File: config.mk
export PLATFORM = sky130hd
export DESIGN_NAME = store_buffer_flat
export DESIGN_NICKNAME = d
export VERILOG_FILES = /design/src/rtl/store_buffer_if.sv /design/src/rtl/store_buffer.sv /design/src/flat_wrapper.sv
export SDC_FILE = /design/constraint.sdc
export NUM_CORES = 1
export LEC_CHECK = 0
export ABC_AREA = 1
export BUFFER_PORTS_ARGS = -buffer_cell sky130_fd_sc_hd__buf_2
export CORE_MARGIN = 1.5
export CORE_UTILIZATION = 53
export DETAILED_ROUTE_END_ITERATION = 10
export PLACE_DENSITY = 0.7
export SLEW_MARGIN = 15
export SYNTH_ARGS = -nofsm -noshare
export SYNTH_HDL_FRONTEND = slang
export SYNTH_SLANG_ARGS = --single-unit
export TNS_END_PERCENT = 1
File: constraint.sdc
create_clock -name clk -period 5.88 [get_ports clk]
set_input_delay 1.176 -clock clk [delete_from_list [all_inputs] [get_ports clk]]
set_output_delay 1.176 -clock clk [all_outputs]
set_load 0.03 [all_outputs]
File: src/rtl/store_buffer_if.sv
`default_nettype none
// ============================================================================
//  Module      : store_buffer_if
//  Description : Core-side and memory-side signal bundle of the store buffer.
//                The master side is the environment (core plus data_mem):
//                it drives the core requests and the memory read data.
//  Revision    : 1.0 - initial release
// ============================================================================
interface store_buffer_if #(
    parameter int AW = 32,
    parameter int DW = 32
);
    // Core data port
    logic          cpu_we;
    logic          cpu_re;
    logic [3:0]    cpu_wstrb;
    logic [AW-1:0] cpu_addr;
    logic [DW-1:0] cpu_wdata;
    logic [DW-1:0] cpu_rdata;
    logic          cpu_stall;

    // data_mem port
    logic [3:0]    mem_we;
    logic [AW-1:0] mem_addr;
    logic [DW-1:0] mem_wdata;
    logic [DW-1:0] mem_rdata;

    modport master (
        output cpu_we, cpu_re, cpu_wstrb, cpu_addr, cpu_wdata, mem_rdata,
        input  cpu_rdata, cpu_stall, mem_we, mem_addr, mem_wdata
    );

    modport slave (
        input  cpu_we, cpu_re, cpu_wstrb, cpu_addr, cpu_wdata, mem_rdata,
        output cpu_rdata, cpu_stall, mem_we, mem_addr, mem_wdata
    );
endinterface
`default_nettype wire

File: src/rtl/store_buffer.sv
`default_nettype none
// ============================================================================
//  Module      : store_buffer
//  Description : Write buffer between the core data port and data_mem.
//                Stores retire into a DEPTH-entry FIFO and drain to memory
//                in cycles without a load. Loads own the memory port and
//                get per-byte forwarding from the youngest buffered store.
//  Revision    : 1.0 - initial release
// ============================================================================
module store_buffer #(
    parameter int DEPTH = 4,
    parameter int AW    = 32,
    parameter int DW    = 32
) (
    input  wire logic                       clk,
    input  wire logic                       rst,
    store_buffer_if.slave                   bus,
    output logic [$clog2(DEPTH+1)-1:0]      count,
    output logic                            empty,
    output logic                            full
);

    localparam int PW  = $clog2(DEPTH);
    localparam int CW  = $clog2(DEPTH+1);
    localparam int WAW = AW - 2;

    // Entry payload: word address, byte strobes, data
    logic [WAW-1:0]   r_addr [DEPTH];
    logic [3:0]       r_strb [DEPTH];
    logic [DW-1:0]    r_data [DEPTH];
    logic [DEPTH-1:0] r_valid;

    logic [PW-1:0]    r_head;
    logic [PW-1:0]    r_tail;
    logic [CW-1:0]    r_count;
    logic             r_empty;
    logic             r_full;

    logic             w_push;
    logic             w_pop;
    logic [CW-1:0]    w_count_nxt;
    logic [DW-1:0]    w_rdata;
    logic [3:0]       w_mem_we;
    logic [AW-1:0]    w_mem_addr;
    logic [DW-1:0]    w_mem_wdata;

    // A store is accepted unless the registered full flag is set; a pop in
    // the same cycle does not make room early.
    assign w_push = bus.cpu_we & ~r_full;
    // A load owns the memory port, so draining only happens in load-free cycles.
    assign w_pop  = ~bus.cpu_re & ~r_empty;

    // Occupancy after this edge
    always_comb begin
        w_count_nxt = r_count;
        if (w_push && !w_pop) begin
            w_count_nxt = r_count + CW'(1);
        end else if (!w_push && w_pop) begin
            w_count_nxt = r_count - CW'(1);
        end
    end

    // Pointers, occupancy and per-entry valid bits
    always_ff @(posedge clk or negedge rst) begin
        if (!rst) begin
            r_head  <= '0;
            r_tail  <= '0;
            r_count <= '0;
            r_empty <= 1'b1;
            r_full  <= 1'b0;
            r_valid <= '0;
        end else begin
            // Push and pop never target the same slot: that would need the
            // buffer to be both non-empty and non-full with head == tail.
            if (w_pop) begin
                r_head          <= r_head + PW'(1);
                r_valid[r_head] <= 1'b0;
            end
            if (w_push) begin
                r_tail          <= r_tail + PW'(1);
                r_valid[r_tail] <= 1'b1;
            end
            r_count <= w_count_nxt;
            r_empty <= (w_count_nxt == '0);
            r_full  <= (w_count_nxt == CW'(DEPTH));
        end
    end

    // Entry payload capture; qualified by the valid bits, so no reset needed
    always_ff @(posedge clk) begin
        if (w_push) begin
            r_addr[r_tail] <= bus.cpu_addr[AW-1:2];
            r_strb[r_tail] <= bus.cpu_wstrb;
            r_data[r_tail] <= bus.cpu_wdata;
        end
    end

    // Load data: walk entries oldest to youngest so the youngest match wins
    always_comb begin
        logic [PW-1:0] v_idx;
        v_idx   = '0;
        w_rdata = bus.mem_rdata;
        for (int k = 0; k < DEPTH; k++) begin
            v_idx = r_head + PW'(k);
            if ((CW'(k) < r_count) && r_valid[v_idx] &&
                (r_addr[v_idx] == bus.cpu_addr[AW-1:2])) begin
                for (int i = 0; i < 4; i++) begin
                    if (r_strb[v_idx][i]) begin
                        w_rdata[8*i +: 8] = r_data[v_idx][8*i +: 8];
                    end
                end
            end
        end
    end

    // Memory port arbitration: load first, then drain the head, else idle
    always_comb begin
        w_mem_addr  = bus.cpu_addr;
        w_mem_we    = 4'b0000;
        w_mem_wdata = '0;
        if (!bus.cpu_re && !r_empty) begin
            w_mem_addr  = {r_addr[r_head], 2'b00};
            w_mem_we    = r_strb[r_head];
            w_mem_wdata = r_data[r_head];
        end
    end

    assign bus.cpu_rdata = w_rdata;
    assign bus.cpu_stall = bus.cpu_we & r_full;
    assign bus.mem_we    = w_mem_we;
    assign bus.mem_addr  = w_mem_addr;
    assign bus.mem_wdata = w_mem_wdata;

    assign count = r_count;
    assign empty = r_empty;
    assign full  = r_full;

endmodule
`default_nettype wire

File: src/flat_wrapper.sv
// flat-port wrapper written by rule: the top's interface ports become plain ports
module store_buffer_flat 
#(
    parameter int DEPTH = 4,
    parameter int AW    = 32,
    parameter int DW    = 32
)
  (clk, rst, count, empty, full, bus_cpu_we, bus_cpu_re, bus_cpu_wstrb, bus_cpu_addr, bus_cpu_wdata, bus_mem_rdata, bus_cpu_rdata, bus_cpu_stall, bus_mem_we, bus_mem_addr, bus_mem_wdata);
  store_buffer_if #(.AW(AW), .DW(DW)) bus_i ();
  input  wire logic clk;
  input  wire logic rst;
  output logic [$clog2(DEPTH+1)-1:0] count;
  output logic empty;
  output logic full;
  input wire logic [$bits(bus_i.cpu_we)-1:0] bus_cpu_we;
  input wire logic [$bits(bus_i.cpu_re)-1:0] bus_cpu_re;
  input wire logic [$bits(bus_i.cpu_wstrb)-1:0] bus_cpu_wstrb;
  input wire logic [$bits(bus_i.cpu_addr)-1:0] bus_cpu_addr;
  input wire logic [$bits(bus_i.cpu_wdata)-1:0] bus_cpu_wdata;
  input wire logic [$bits(bus_i.mem_rdata)-1:0] bus_mem_rdata;
  output wire logic [$bits(bus_i.cpu_rdata)-1:0] bus_cpu_rdata;
  output wire logic [$bits(bus_i.cpu_stall)-1:0] bus_cpu_stall;
  output wire logic [$bits(bus_i.mem_we)-1:0] bus_mem_we;
  output wire logic [$bits(bus_i.mem_addr)-1:0] bus_mem_addr;
  output wire logic [$bits(bus_i.mem_wdata)-1:0] bus_mem_wdata;
  assign bus_i.cpu_we = bus_cpu_we;
  assign bus_i.cpu_re = bus_cpu_re;
  assign bus_i.cpu_wstrb = bus_cpu_wstrb;
  assign bus_i.cpu_addr = bus_cpu_addr;
  assign bus_i.cpu_wdata = bus_cpu_wdata;
  assign bus_i.mem_rdata = bus_mem_rdata;
  assign bus_cpu_rdata = bus_i.cpu_rdata;
  assign bus_cpu_stall = bus_i.cpu_stall;
  assign bus_mem_we = bus_i.mem_we;
  assign bus_mem_addr = bus_i.mem_addr;
  assign bus_mem_wdata = bus_i.mem_wdata;
  store_buffer #(.DEPTH(DEPTH), .AW(AW), .DW(DW)) u_core (.clk(clk), .rst(rst), .bus(bus_i), .count(count), .empty(empty), .full(full));
endmodule
==> summary.txt <==
Critical path
  – Slowest cell delay on critical path: 0.51 ns
  – Most Frequent Cell on Critical Path: nand2_1
  – Slowest cell on the critical path: dfrtp_4
  – Critical path class: reg -> out
  – CP Capture Type: primary output
  – Worst-path cell chain: inv_6 -> ha_2 -> inv_6 -> nand3_1 -> nand2_1 -> nand2_1 -> nand2_1 -> nand3_1 -> nor2_1 -> nand2_1 -> nor2_2 -> nand3_2 -> nand3_1 -> nand2_1 -> a21oi_1 -> buf_2
  – Startpoint Class: flop
  – CP required: 4.70 ns
  – Worst Path Arrival: around 4.5 ns
  – Critical path peak fanout: 63

Logic synthesis
  – Syn. warnings: 0
  – Synth area leader: edfxtp_1
  – Synth top area cells: edfxtp_1 40%, nand2_1 20%, nand3_1 13%
  – Post-synth EDFFs: 264
  – Most frequent cell after synthesis: nand2_1
  – #FFs+latches synth: 277
  – Ys async rst share: 4.693%
  – Post-Syn Instances: around 2800
  – Seq/Total Area, Yosys: 41.34%
  – Ys flop type: edfxtp_1
  – Synth top cells by count: 1058 x nand2_1, 505 x nand3_1, 264 x edfxtp_1
  – Synth Cell Area: 19970 sq um
  – Yosys top cell area share: about two fifths
  – Syn Nets: 2915
  – Post-Syn Area per Cell: 7.128 sq um
  – Synth cell types: 43

Floorplanning
  – Starting density of the core: 54.15%
  – Ports: 210
  – Total die area: 38840 sq um
  – Core area: around 37000 sq um
  – Die Height: ~200 um
  – Die X: about 200 um
  – FP Rows: 70

Route
  – DRT Pass-1 Iters: 6
  – DRC: 0
  – DRT iter0 DRCs: 2426
  – Post-DRT Antenna Nets: 0
  – Vias/cell: 5.911
  – WL/cell: 18.83 um
  – Via count: 20440
  – DRT Wirelength: 65.09 mm

Timing
  – Hold Vio Cnt, Final: 0
  – Normalized max-slew margin: 21.26%
  – Slew Viols, Final: 0
  – RSZ-0062 raised after global routing: false
  – Final period utilization: a little over nine tenths
  – Clock skew: ~0.014 ns
  – Setup TNS: 0 ns
  – Peak Freq: about 180 MHz
  – # setup viols final: 0
  – Shortest period the worst path allows: 5.642 ns
  – Worst-margin pin slew: 1.173 ns

Global route
  – Initial antenna violation count: 1
  – Largest net degree at the start of global routing: approximately 190
  – First-pass GRT wire length: between 100 and 150 mm
  – Vias in the first global route: roughly 19000
  – Remaining global-route overflow: 0
  – GRT Resource Usage Total: 33.49%

Placement
  – Detail Placement HPWL: 45.93 mm
  – Placed cells: 3396
  – Port Buffers: about 210
  – Final Wtd Congestion: 1.028

Final layout
  – Storage cell area: 8259 sq um
  – Fill count: between 3000 and 4000
  – Area delta synth->final: 12.23%
  – Final #Nets: 3042
  – Layout cell share with drive strength beyond 1: 12.09%
  – Area used by multi-input combinational logic: 10380 sq um
  – Finished Layout Cells: 3457

Clock network
  – Clock H-tree levels: 2
  – Root Buffer: clkbuf_16
  – CTS tree: built
  – Hold_buf cts: 0
  – Clock Tree Buf Depth: 3
  – Resized Gates After CTS: 0
  – Post-CTS Setup Inserts: 0
  – Num CTS Buffers: 34
  – Clock transition at path regs: 0.05 ns
  – CTS sink count: 277
  – Clk_lat worst skew: ~0.56 ns

Power and ir drop
  – Power density over cell area: 594.7 nW/um^2
  – VDD IR max: 494.6 uV
  – Leak: 10.21 nW

Status
  – Outcome: completed

Run
  – MaxCap Viol Count: 0

Worst hold path
  – Worst Hold Class: in -> async
==> cell type report <==
cell class	instances	share of cell area, %
Antenna cell	1	0.01117
Clock buffer	44	4.104
Clock inverter	16	1.072
Inverter	162	2.786
Multi-Input combinational cell	2218	46.31
Sequential cell	277	36.86
Tap cell	504	2.814
Timing Repair Buffer	235	6.042
==> flip-flops by register name, summed over array words and instances, names as in the netlist <==
signal          count
u_core.count        3
u_core.r_tail       2
u_core.r_head       2
u_core.empty        1
u_core.full         1
u_core.r_strb      16
u_core.r_addr     120
u_core.r_data     128
u_core.r_valid      4
==> logic make-up (layout without fill, tap and decap cells) <==
| family | count (synthesis) | count (layout) | share of synthesized area [%] |
|---|---|---|---|
| and+or+nand+nor | 1796 | 1796 | 38.27 |
| adders and majority gates | 10 | 10 | 0.6267 |
| AOI/OAI and AO/OA | 337 | 337 | 9.231 |
| xor gates and xnor gates | 11 | 11 | 0.4825 |
| DFF | 277 | 277 | 41.34 |
| other | 0 | 1 | 0 |
| muxes | 64 | 64 | 3.209 |
| buffers and inverters | 306 | 457 | 6.843 |
==> routing by layer <==
metal	vias to the layer above	GRT usage [%]	share of wire (%)
met3	100	5.276	11
li1	9715	-	-
met4	0	10.21	2.3
met5	-	0	0
met2	1073	51.43	44
met1	9548	48.71	43
==> power by group <==
part	leakage, nW	total [mW]	internal, mW	switching, mW
registers	2.57	2.77	2.59	0.181
logic	7.09	8.33	2.24	6.09
clock network	0.560	2.22	1.37	0.852
==> worst max-delay path, delay by kind of cell (launching register included) <==
family,cells,cell delay (ns)
buffers and inverters,3,0.93
AOI/OAI and AO/OA,1,0.25
DFF,1,0.51
adders and majority gates,1,0.39
and+or+nand+nor,11,1.82
==> cells in the final DEF (no fill, tap or decap), types with 8 or more instances in the layout <==
cell type,n
nand3_1,505
inv_1,156
a21oi_2,31
buf_12,9
nand4_1,34
o21ai_0,257
ha_1,9
mux2i_1,64
buf_2,209
edfxtp_1,264
nand2_1,1058
clkbuf_1,8
dfrtp_1,10
xor2_1,11
clkbuf_16,35
o21ai_1,32
buf_4,17
nor2_1,162
==> path summary, 6_finish.rpt <==
| path | start | endpoint | slack [ns] | cells after the start |
|---|---|---|---|---|
| setup / recovery | u_core.r_head[0]$_DFFE_PN0P_ | bus_cpu_rdata[31] | 0.24 | 16 |
| hold / removal | rst | u_core.r_tail[0]$_DFFE_PN0P_ | 0.52 | 1 |
| setup reg to reg | u_core.full$_DFF_PN0_ | u_core.r_addr[0][13]$_DFFE_PP_ | 2.95 | 4 |
| hold reg to reg | u_core.r_valid[0]$_DFF_PN0_ | u_core.r_valid[0]$_DFF_PN0_ | 0.52 | 2 |
| max in group asynchronous | rst | u_core.empty$_DFF_PN1_ | 5.07 | 1 |
| min in group clk | u_core.r_valid[0]$_DFF_PN0_ | u_core.r_valid[0]$_DFF_PN0_ | 0.52 | 2 |
==> metrics by stage <==
stage	hold WS (ns)	setup WS [ns]	util, %	power [mW]	cell area (sq um)
global route	0.5322	0.1138	60.77	14.29	22410
global placement	0.4917	0.7821	57.61	10.80	21240
detailed placement	0.4970	0.7369	57.61	10.95	21240
CTS	0.5103	0.1485	60.76	13.18	22400
finish	0.5193	0.2376	60.77	13.33	22410
floorplan	0.4735	0.9197	-	8.841	19970
Power figures use the tool's default switching activity.
